**config.mk**
```make
export PLATFORM = sky130hd
export DESIGN_NAME = comp_sar_search
export DESIGN_NICKNAME = d
export VERILOG_FILES = /design/src/rtl/comp_sar_search.sv
export SDC_FILE = /design/constraint.sdc
export NUM_CORES = 1
export LEC_CHECK = 0
export BUFFER_PORTS_ARGS = -buffer_cell sky130_fd_sc_hd__buf_2
export CORE_MARGIN = 2
export CORE_UTILIZATION = 35
export CTS_CLUSTER_SIZE = 20
export DETAILED_ROUTE_END_ITERATION = 12
export PLACE_DENSITY_LB_ADDON = 0.08
export SETUP_SLACK_MARGIN = 0.3
export SLEW_MARGIN = 15
export SYNTH_ARGS = -nofsm -noshare
export SYNTH_HDL_FRONTEND = slang
export SYNTH_SLANG_ARGS = --single-unit
```
**constraint.sdc**
```tcl
create_clock -name clk -period 5 [get_ports clk]
set_input_delay 0.5 -clock clk [delete_from_list [all_inputs] [get_ports clk]]
set_output_delay 0.5 -clock clk [all_outputs]
set_load 0.05 [all_outputs]
```
**src/rtl/comp_sar_search.sv**
```systemverilog
// Successive-approximation search engine driving the comparand of a 4-flag
// comparator; binary search with a bounded linear fine search around proximity hits.
module comp_sar_search #(
   parameter int W   = 4,
   parameter int TOL = 1
) (
   input  logic         clk,
   input  logic         rst,
   input  logic         start,
   input  logic         gt,
   input  logic         aeq,
   input  logic         eq,
   input  logic         lt,
   output logic [W-1:0] guess,
   output logic         busy,
   output logic         done,
   output logic         found,
   output logic         error,
   output logic [W-1:0] result,
   output logic [W-1:0] near,
   output logic         near_valid,
   output logic [7:0]   probes
);

   // Handshake: start is accepted only in IDLE; busy is high while probing,
   // done pulses one cycle with found/error/result valid, busy low during done.
   typedef enum logic [1:0] {IDLE, SEARCH, FINE, DONE} state_t;
   typedef logic signed [W+1:0] wide_t;

   localparam logic signed [W:0] MAX_S = (W+1)'((1 << W) - 1);
   localparam wide_t             MAX_W = (W+2)'((1 << W) - 1);
   localparam wide_t             TOL_W = (W+2)'(TOL);
   localparam logic [W-1:0]      MID   = W'(((1 << W) - 1) >> 1);

   state_t            state, state_n;
   logic signed [W:0] lo, lo_n, hi, hi_n, cmax, cmax_n;
   logic [W-1:0]      centre, centre_n, guess_n, result_n, near_n;
   logic              found_n, error_n, near_valid_n;
   logic [7:0]        probes_n, probes_inc;

   logic [3:0] flags;
   logic       onehot;
   wide_t      g_w, lo_w, hi_w, cmax_w, centre_w;
   wide_t      bump, drop, lo_c, hi_c, first_c, next_c;
   logic [W:0] sum_gt, sum_lt;

   always_ff @(posedge clk) begin
      if (rst) begin
         state      <= IDLE;
         guess      <= '0;
         lo         <= '0;
         hi         <= MAX_S;
         cmax       <= '0;
         centre     <= '0;
         found      <= 1'b0;
         error      <= 1'b0;
         result     <= '0;
         near       <= '0;
         near_valid <= 1'b0;
         probes     <= '0;
      end else begin
         state      <= state_n;
         guess      <= guess_n;
         lo         <= lo_n;
         hi         <= hi_n;
         cmax       <= cmax_n;
         centre     <= centre_n;
         found      <= found_n;
         error      <= error_n;
         result     <= result_n;
         near       <= near_n;
         near_valid <= near_valid_n;
         probes     <= probes_n;
      end
   end

   // Bound arithmetic runs one bit wider than lo/hi so guess+TOL cannot wrap.
   always_comb begin
      flags      = {gt, aeq, eq, lt};
      onehot     = (flags != 4'd0) && ((flags & (flags - 4'd1)) == 4'd0);
      g_w        = wide_t'({2'b00, guess});
      lo_w       = wide_t'(lo);
      hi_w       = wide_t'(hi);
      cmax_w     = wide_t'(cmax);
      centre_w   = wide_t'({2'b00, centre});
      bump       = g_w + wide_t'(1);
      drop       = g_w - wide_t'(1);
      sum_gt     = bump[W:0] + {1'b0, hi[W-1:0]};
      sum_lt     = {1'b0, lo[W-1:0]} + drop[W:0];
      lo_c       = (g_w - TOL_W < 0) ? wide_t'(0) : g_w - TOL_W;
      hi_c       = (g_w + TOL_W > MAX_W) ? MAX_W : g_w + TOL_W;
      first_c    = (lo_c == g_w) ? lo_c + wide_t'(1) : lo_c;
      next_c     = (bump == centre_w) ? bump + wide_t'(1) : bump;
      probes_inc = (probes == 8'hFF) ? probes : probes + 8'd1;

      state_n      = state;
      guess_n      = guess;
      lo_n         = lo;
      hi_n         = hi;
      cmax_n       = cmax;
      centre_n     = centre;
      found_n      = found;
      error_n      = error;
      result_n     = result;
      near_n       = near;
      near_valid_n = near_valid;
      probes_n     = probes;

      case (state)
         IDLE: begin
            lo_n = '0;
            hi_n = MAX_S;
            if (start) begin
               state_n      = SEARCH;
               guess_n      = MID;
               probes_n     = '0;
               found_n      = 1'b0;
               error_n      = 1'b0;
               near_valid_n = 1'b0;
            end
         end
         SEARCH: begin
            probes_n = probes_inc;
            if (!onehot) begin
               state_n = DONE;
               error_n = 1'b1;
            end else if (eq) begin
               state_n  = DONE;
               found_n  = 1'b1;
               result_n = guess;
            end else if (gt) begin
               if (bump > hi_w) begin
                  state_n = DONE;
                  error_n = 1'b1;
               end else begin
                  lo_n    = bump[W:0];
                  guess_n = sum_gt[W:1];
               end
            end else if (lt) begin
               if (lo_w > drop) begin
                  state_n = DONE;
                  error_n = 1'b1;
               end else begin
                  hi_n    = drop[W:0];
                  guess_n = sum_lt[W:1];
               end
            end else begin
               near_n       = guess;
               near_valid_n = 1'b1;
               centre_n     = guess;
               cmax_n       = hi_c[W:0];
               guess_n      = first_c[W-1:0];
               state_n      = FINE;
            end
         end
         FINE: begin
            probes_n = probes_inc;
            if (!onehot) begin
               state_n = DONE;
               error_n = 1'b1;
            end else if (eq) begin
               state_n  = DONE;
               found_n  = 1'b1;
               result_n = guess;
            end else if (next_c > cmax_w) begin
               state_n = DONE;
               error_n = 1'b1;
            end else begin
               guess_n = next_c[W-1:0];
            end
         end
         default: state_n = IDLE;
      endcase
   end

   assign busy = (state == SEARCH) || (state == FINE);
   assign done = (state == DONE);

endmodule

```
==> results of run 1 <==
cell usage after synthesis (7+ instances only):
cell type                   n
sky130_fd_sc_hd__mux2i_1   13
sky130_fd_sc_hd__nand4_1    7
sky130_fd_sc_hd__xnor2_1   13
sky130_fd_sc_hd__inv_1     29
sky130_fd_sc_hd__nor2b_1    7
sky130_fd_sc_hd__nand2b_1  13
sky130_fd_sc_hd__nand3_1   13
sky130_fd_sc_hd__dfxtp_1   40
sky130_fd_sc_hd__nand2_1   29
sky130_fd_sc_hd__ha_1      32
sky130_fd_sc_hd__nor3_1    13
sky130_fd_sc_hd__clkbuf_1   8
sky130_fd_sc_hd__xor2_1    11
sky130_fd_sc_hd__nor2_1    27
sky130_fd_sc_hd__a21oi_1   23
routing by layer:
layer,track usage (%),share of wire (%)
met1,24.4,49
met2,28.5,46
met3,3.21,3.2
met4,5.28,1.4
met5,0,0
state kept, by name, summed over array words and instances, names as in the netlist:
| signal | cells |
|---|---|
| state | 2 |
| cmax | 5 |
| result | 4 |
| hi | 5 |
| found | 1 |
| centre | 4 |
| guess | 4 |
| near_valid | 1 |
| error | 1 |
| probes | 8 |
| lo | 5 |
worst register-to-register path: stages (launching register included):
cell and delay, ns:
sky130_fd_sc_hd__dfxtp_1 0.32, sky130_fd_sc_hd__buf_4 0.21, sky130_fd_sc_hd__inv_1 0.22, sky130_fd_sc_hd__ha_1 0.51, sky130_fd_sc_hd__xnor2_1 0.29, sky130_fd_sc_hd__nand3_1 0.14
sky130_fd_sc_hd__nor4_1 0.37, sky130_fd_sc_hd__xnor2_1 0.21, sky130_fd_sc_hd__ha_1 0.29, sky130_fd_sc_hd__and4_4 0.20, sky130_fd_sc_hd__a32o_1 0.25, sky130_fd_sc_hd__a31o_1 0.21
sky130_fd_sc_hd__a221o_2 0.42, sky130_fd_sc_hd__a2111oi_4 0.34, sky130_fd_sc_hd__mux2i_1 0.20
worst min-delay path by stage:
stage,slack (ns),cells after the start,end
after global placement,0.44,2,hi[4]
after floorplan,0.43,2,hi[4]
after CTS,0.46,2,result[2]
after global routing,0.48,2,result[0]
final,0.46,2,hi[4]
after detailed placement,0.45,2,result[2]
area by class of cell:
class / count / area (sq um) / area share [%]
clock buffer: 5 / 68.8 / 2.05
clock inverter: 3 / 46.3 / 1.38
inverter: 30 / 113 / 3.36
multi-input combinational: 276 / 2010 / 59.9
sequential: 40 / 801 / 23.9
tap: 105 / 131 / 3.92
timing repair buffer: 35 / 185 / 5.53
power by group:
part / total [mW] / internal [mW] / switching [mW]
Sequential: 0.424 / 0.363 / 0.0602
Clock: 0.284 / 0.151 / 0.134
Combinational: 1.21 / 0.456 / 0.752
per-stage QoR:
stage | power (mW) | util, % | hold WS (ns)
after floorplan | 1.37 | - | 0.427
after global placement | 1.65 | 39.4 | 0.440
after detailed placement | 1.64 | 39.4 | 0.448
after CTS | 1.93 | 40.8 | 0.461
after global routing | 2.09 | 40.8 | 0.483
final | 1.92 | 40.8 | 0.456
cell families (layout without fill, tap and decap cells):
family                     count (synthesis)  in the layout
AOI/OAI and AO/OA                         72             72
xor gates and xnor gates                  24             24
adders and majority gates                 34             34
buffers and inverters                     44             73
DFF                                       40             40
muxes                                     13             13
other                                      1              1
and+or+nand+nor                          132            132
placed cells by master (no fill, tap or decap), drive strengths merged, types with 7 or more instances in the layout:
| master | count |
|---|---|
| dfxtp | 40 |
| buf | 35 |
| ha | 32 |
| inv | 30 |
| nand2 | 29 |
| nor2 | 27 |
| a21oi | 23 |
| xnor2 | 13 |
| nand3 | 13 |
| nor3 | 13 |
| nand2b | 13 |
| mux2i | 13 |
| xor2 | 11 |
| nand4 | 7 |
| nor2b | 7 |
==> results.md, run 1 <==
- The worst reg-to-reg path cell count is 14.
- The flow ran to the end, and the final reports show no timing, DRC or antenna violations.
- In the post-route analysis, the smallest setup slack over all paths is 0.762 ns.
- The final weighted congestion in routability-driven placement is 0.842.
- Summed over its instances, the top area cell type makes up 26.9% of the synthesized netlist area.
- The share of cells above drive strength 1 is 14.7%.
- The final layout net count is 429.
- After Yosys synthesis, full adders, half adders and majority gates account for 14.8% of the synthesized area.
- The cell count along the critical path is 14.
- By area, the combinational part of the netlist is dominated by simple AND/OR/NAND/NOR gates.
- The beginning of the worst register-to-register path is guess[0].
- At the worst endpoint, the required time is 5.23 ns.
- The XOR/XNOR share of the synthesized area is 7.05%.
- The total number of vias is 2529.
- The worst setup path is captured at a flip-flop.
- The max-slew headroom at the worst pin is 47.4%.
- Entering global routing, the biggest net connects 30 pins.
- The worst register-to-register path has a setup slack of 0.76 ns.
- For this block, the routed nets add up to 7.68 mm of wire.
- STA puts the critical path data arrival time at 4.47 ns.
- Power spread over the standard cell area amounts to 572 mW/mm^2.
- Of the total synthesized cell area, the portion taken by AND, OR, NAND and NOR gates is 22.8%.
- The routed design could run at a clock period as short as 4.24 ns.
- The number of buffers inserted by post-CTS setup repair is 0.
- The number of buffers on the longest clock path is 2.
- The total count of max-transition violations in the final report is 0.
- The critical hold path startpoint is hi[4].
- Compared with the post-synthesis result, the final layout area differs by 12.4%.
- Synthesis inferred 40 register bits.
- Measured along the x axis, the die boundary spans 96.3 microns.
- Traced cell by cell, the critical path runs through buf_4 > inv_1 > ha_1 > xnor2_1 > nand3_1 > nor4_1 > xnor2_1 > ha_1 > and4_4 > a32o_1 > a31o_1 > a221o_2 > a2111oi_4 > mux2i_1.
- Setup repair after global routing left no endpoint under its margin.
- The first global-routing pass estimated 12.7 mm of wire.
- The via count of the first global-routing pass is 2516.
- The iteration count of the initial detailed-routing pass is 4.
- The number of sinks driven by the clock tree is 40.
- The H-tree was split into 2 levels.
- After synthesis, the mean cell area works out to 8.28 sq um.
- Setup violations remaining at the end of the flow were counted as 0.
- The slowest stage of the critical path is the sky130_fd_sc_hd__ha_1 cell.
- The cell area after layout is 0.00335 sq mm.
- The largest incremental delay on the critical path is 0.50 ns.
- The aggregate global-route resource usage is 17.8%.
- The leftover overflow at the end of global routing is 0.
- The floorplan step defined a die boundary enclosing 0.00927 sq mm.
- The vertical die dimension is 96.3 microns.
- The number of hold buffers added after CTS was 0.
- The final standard cell count with taps included and fillers excluded is 494.
- Summing the sequential cell areas from Yosys gives 26.9% of the chip area.
- For the pin with the worst max-slew slack, the measured transition is 0.780 ns.
- The count of buffering cells on the critical path with inverters included is 2.
- The count of maximum capacitance violations is 0.
- The netlist uses 57 different library cells.
- For this run, the number of Yosys warnings is 0.
- The startpoint of the most critical setup path is guess[0].
- The share of synthesized registers carrying an async set or reset is 0%.
- The setup skew after layout is 0.00429 ns.
- The endpoint identified for the worst register-to-register timing path is error.
- The core region area is 0.00822 sq mm.
- After detailed routing, the number of vias per cell comes to 5.12.
- The cell area after technology mapping is 0.00298 sq mm.
- The total cell area at the placement stage is 0.00324 sq mm.
- TritonCTS built the clock tree.
- The antenna violation net count after detailed routing is 0.
- Static timing analysis puts the maximum clock frequency at 0.236 GHz.
- In this run the worst setup path terminates at error.
- The synthesized design contains 0 enable-type register cells.
- Clock tree synthesis selected as its root buffer the cell sky130_fd_sc_hd__clkbuf_8.
- The first routing iteration left 123 violations.
- The share of the synthesized area in compound gates (AO/OA/AOI/OAI) is 18.1%.
- The number of inserted diodes is 0.
- The hold violation total from the final report came to 0.
- The net count after synthesis is 401.
- The most used flip-flop cell after synthesis is sky130_fd_sc_hd__dfxtp_1.
- Buffers inserted during clock tree synthesis total 5.
- The initial utilization of the core area, before any placement, comes to 36.3%.
- The worst-case IR drop observed on VDD is 0.215 mV.
- Broken down by cell family, the worst path's largest delay share belongs to compound AO/OA/AOI/OAI gates.
- Sorting the synthesized cells by area gives the leading types as sky130_fd_sc_hd__dfxtp_1 (27%), sky130_fd_sc_hd__ha_1 (13%), sky130_fd_sc_hd__mux2i_1 (4.4%), sky130_fd_sc_hd__a21oi_1 (3.9%), sky130_fd_sc_hd__xnor2_1 (3.8%).
- The floorplan has 33 rows.
- Adding up every negative setup slack in the final design gives 0 ns.
- Buffers placed on the I/O ports in this run total 31.
- The largest area contributor in the netlist is sky130_fd_sc_hd__dfxtp_1.
- Summed over all cells, the static leakage comes to 1.42 nW.
- Once the clock tree was built, the resizer swapped 0 gates to a different size.
- The average wire per standard cell is 15.5 microns.
- After synthesis, the share of cell area in mux cells is 4.36%.
- The estimated wirelength of the detail-placed design is 5.70 mm.
- The cell count after synthesis is 360.
- After clock tree synthesis, the clock-pin slew on the worst setup and hold paths is 0.09 ns.
- The period utilization is 84.8%.
- The kind of critical path is reg -> reg.
- The boundary pin count is 32.
- Along the worst path, the maximum fanout reaches 16.
- The worst hold-check path type is reg -> reg.
- STA classifies the critical path startpoint as a flip-flop.
- After detailed routing, the number of remaining DRC violations is 0.
- Before CTS, the worst setup slack after placement is 0.828 ns.
- The initial antenna violation count is 0.
- The filler cells instantiated in the layout total 862.
- The number of placed instances, taps included, is 486.
- The clock latency at the later pin of the worst-skew pair is 0.30 ns.
No activity file was read; power rests on OpenSTA's default activity.
==> inputs of run 2 (changes only) <==
==> constraint.sdc (replaced) <==
create_clock -name clk -period 4.2 [get_ports clk]
set_input_delay 0.42 -clock clk [delete_from_list [all_inputs] [get_ports clk]]
set_output_delay 0.42 -clock clk [all_outputs]
set_load 0.05 [all_outputs]
==> run 2 against run 1 <==
Net effect: sequential power grew 21%; core utilization grew 0.88 points; cell area grew 2.2%; total power grew 23%; clock skew grew 0.013 ns; critical path type unchanged; largest cell class unchanged.
==> results.md, run 2 (synthesis gave the netlist of run 1 again) <==
- The starting utilization of the core area is 36.3%.
- The via count of the first global-routing pass is 2523.
- Summing all multi-input logic gate instances after layout gives 0.00203 sq mm.
- The flow ran to the end, and the final reports show no timing, DRC or antenna violations.
- The boundary pin count is 32.
- The layout filler cell count is 852.
- The sequential cells in the finished layout cover a total of 808 sq um.
- In the finished design, the share of the clock period the worst path needs comes to 86.6%.
- The number of buffers on the longest clock path is 2.
- The initial antenna violation count is 0.
- The power density of the placed cells is 686 mW/mm^2.
- The TritonCTS clock tree is built.
- The leftover overflow at the end of global routing is 0.
- The most common cell after layout, fill and taps aside is sky130_fd_sc_hd__dfxtp_1.
- For the worst setup path, the data required time is 4.45 ns.
- For this run, the top clock speed supported by timing is 0.275 GHz.
- The count of maximum capacitance violations is 0.
- The wire-length estimate of the detail-placed layout is 5.86 mm.
- The arrival time at the worst endpoint is 3.88 ns.
- The number of buffers created by CTS is 5.
- After routing, the total negative slack on setup checks comes to 0 ns.
- Clock-pin slew was measured on the worst setup and hold paths at 0.10 ns.
- The largest fanout on the critical path is 16.
- The clock network fraction of design power is 14.5%.
- The internal power summed over all cells is 1.20 mW.
- At the end of routability-driven placement, the weighted congestion stood at 0.796.
- The number of H-tree levels is 2.
- The horizontal extent of the die is 96.3 microns.
- The register with the most flip-flops in the final layout is probes.
- The total number of vias is 2637.
- The antenna violation net count after detailed routing is 0.
- Setup violations remaining at the end of the flow were counted as 0.
- The library cells used most frequently in the layout, excluding fill and tap cells, are sky130_fd_sc_hd__dfxtp_1 (38), sky130_fd_sc_hd__ha_1 (31), sky130_fd_sc_hd__buf_2 (31).
- In the final routed layout, each cell accounts on average for 16.0 microns.
- Dividing the detail-routed via count by the number of cells gives 5.28.
- The setup skew after layout is 0.0174 ns.
- Of the total power, registers draw 21.9%.
- The site row count is 33.
- The number of inserted diodes is 0.
- Net switching is 48.9% of the power.
- At the pin with the least slew margin, the transition time is 0.824 ns.
- The pin count of the biggest net entering global routing is 30.
- The clock drives 40 sinks.
- The overall die area is 0.00927 sq mm.
- The final standard cell count with taps included and fillers excluded is 499.
- The clock latency at the later pin of the worst-skew pair is 0.31 ns.
- The max-slew headroom at the worst pin is 44.5%.
- For this block, the routed nets add up to 7.97 mm of wire.
- The analysis attributes to net switching a power of 1.15 mW.
- The path class of the tightest hold or removal check is reg -> reg.
- CTS placed an instance of sky130_fd_sc_hd__clkbuf_8 at the clock tree root.
- The first routing iteration left 143 violations.
- The smallest clock period supported by the final layout is computed as 3.64 ns.
- The count of buffers added on input and output ports is 31.
- After layout, the worst setup slack is 0.564 ns.
- The number of buffers inserted by post-CTS setup repair is 0.
- The post-place setup slack is 0.401 ns.
- The endpoint type of the worst setup path is a flip-flop.
- The region available for standard cell placement spans 0.00822 sq mm.
- Setup repair after global routing left no endpoint under its margin.
- The hold violation total from the final report is 0.
- The post-placement cell count is 491.
- After detailed routing, the number of remaining DRC violations is 0.
- The total count of max-transition violations in the final report is 0.
- The type of element launching the critical path is a flip-flop.
- The number of gates resized after CTS is 0.
- The final layout net count is 434.
- Compared with the post-synthesis result, the final layout area differs by 14.8%.
- The register with the most flip-flops in the layout has 8 of them.
- The critical path is of the reg -> reg type.
- The worst-case IR drop observed on VDD is 0.270 mV.
- The count of hold-fix buffers inserted at cts is 0.
- In this run, the combinational gates consume 63.6% of the power.
- The standby leakage power is 1.45 nW.
- The aggregate global-route resource usage is 18.3%.
- Measured along the y axis, the die boundary spans 96.3 microns.
- The pre-antenna-repair detailed-routing pass consisted of 4 iterations.
- The share of cells above drive strength 1 is 17.0%.
- The first global-routing pass estimated 13.0 mm of wire.
## run 2: cell count changes in the layout (fill, tap and decap cells not counted)
cell	change
sky130_fd_sc_hd__xnor2_2	+1
sky130_fd_sc_hd__dfxtp_4	+2
sky130_fd_sc_hd__dfxtp_1	-2
sky130_fd_sc_hd__ha_1	-1
sky130_fd_sc_hd__inv_6	-1
sky130_fd_sc_hd__nor4_2	+1
sky130_fd_sc_hd__nor4_1	-1
sky130_fd_sc_hd__buf_4	+5
sky130_fd_sc_hd__xnor2_1	-1
sky130_fd_sc_hd__clkinvlp_4	-1
sky130_fd_sc_hd__ha_4	+1
sky130_fd_sc_hd__clkinv_4	+2
## run 2: per-layer routing
metal,global-route usage (%),part of all wire [%],vias to the layer above,routed length [microns]
li1,-,-,1335,-
met1,24.7,50,1250,3960
met2,30.2,46,46,3660
met3,2.98,3.6,6,290
met4,4.58,0.75,0,60
met5,0,0,-,0
## run 2: path summary, 6_finish.rpt
kind              startpoint        end  slack (ns)  cells past startpoint
setup / recovery    guess[0]      error        0.56                     13
hold / removal     result[0]  result[0]        0.46                      2
setup reg to reg    guess[0]      error        0.56                     13
hold reg to reg    result[0]  result[0]        0.46                      2
## run 2: area by class of cell
type | count | area share [%]
multi-input combinational | 276 | 59.4
sequential | 40 | 23.6
timing repair buffer | 40 | 6.51
tap | 105 | 3.84
inverter | 30 | 3.29
clock buffer | 5 | 2.01
clock inverter | 3 | 1.39
## run 2: stage by stage
stage / util, % / hold WS, ns / total power, mW / area [sq um]
after detailed placement: 39.9 / 0.448 / 1.99 / 3280
final: 41.7 / 0.457 / 2.35 / 3420
after global placement: 39.9 / 0.440 / 1.99 / 3280
after global routing: 41.7 / 0.492 / 2.55 / 3420
after CTS: 41.3 / 0.462 / 2.34 / 3400
after floorplan: - / 0.427 / 1.64 / 2990
## run 2: power by group through the flow
stage	Clock [mW]	Combinational (mW)	Sequential, mW
floorplan	0	1.05	0.582
global placement	0	1.47	0.520
detailed placement	0	1.47	0.522
CTS	0.353	1.48	0.514
global route	0.373	1.65	0.530
finish	0.340	1.49	0.514
## run 2: critical path: stages (launching register included)
cell and delay [ns]:
sky130_fd_sc_hd__dfxtp_4 0.46, sky130_fd_sc_hd__inv_1 0.11, sky130_fd_sc_hd__ha_4 0.35, sky130_fd_sc_hd__xnor2_2 0.14, sky130_fd_sc_hd__nand3_1 0.14, sky130_fd_sc_hd__nor4_2 0.26
sky130_fd_sc_hd__xnor2_1 0.20, sky130_fd_sc_hd__ha_1 0.30, sky130_fd_sc_hd__and4_4 0.20, sky130_fd_sc_hd__a32o_1 0.24, sky130_fd_sc_hd__a31o_1 0.21, sky130_fd_sc_hd__a221o_2 0.42
sky130_fd_sc_hd__a2111oi_4 0.34, sky130_fd_sc_hd__mux2i_1 0.20
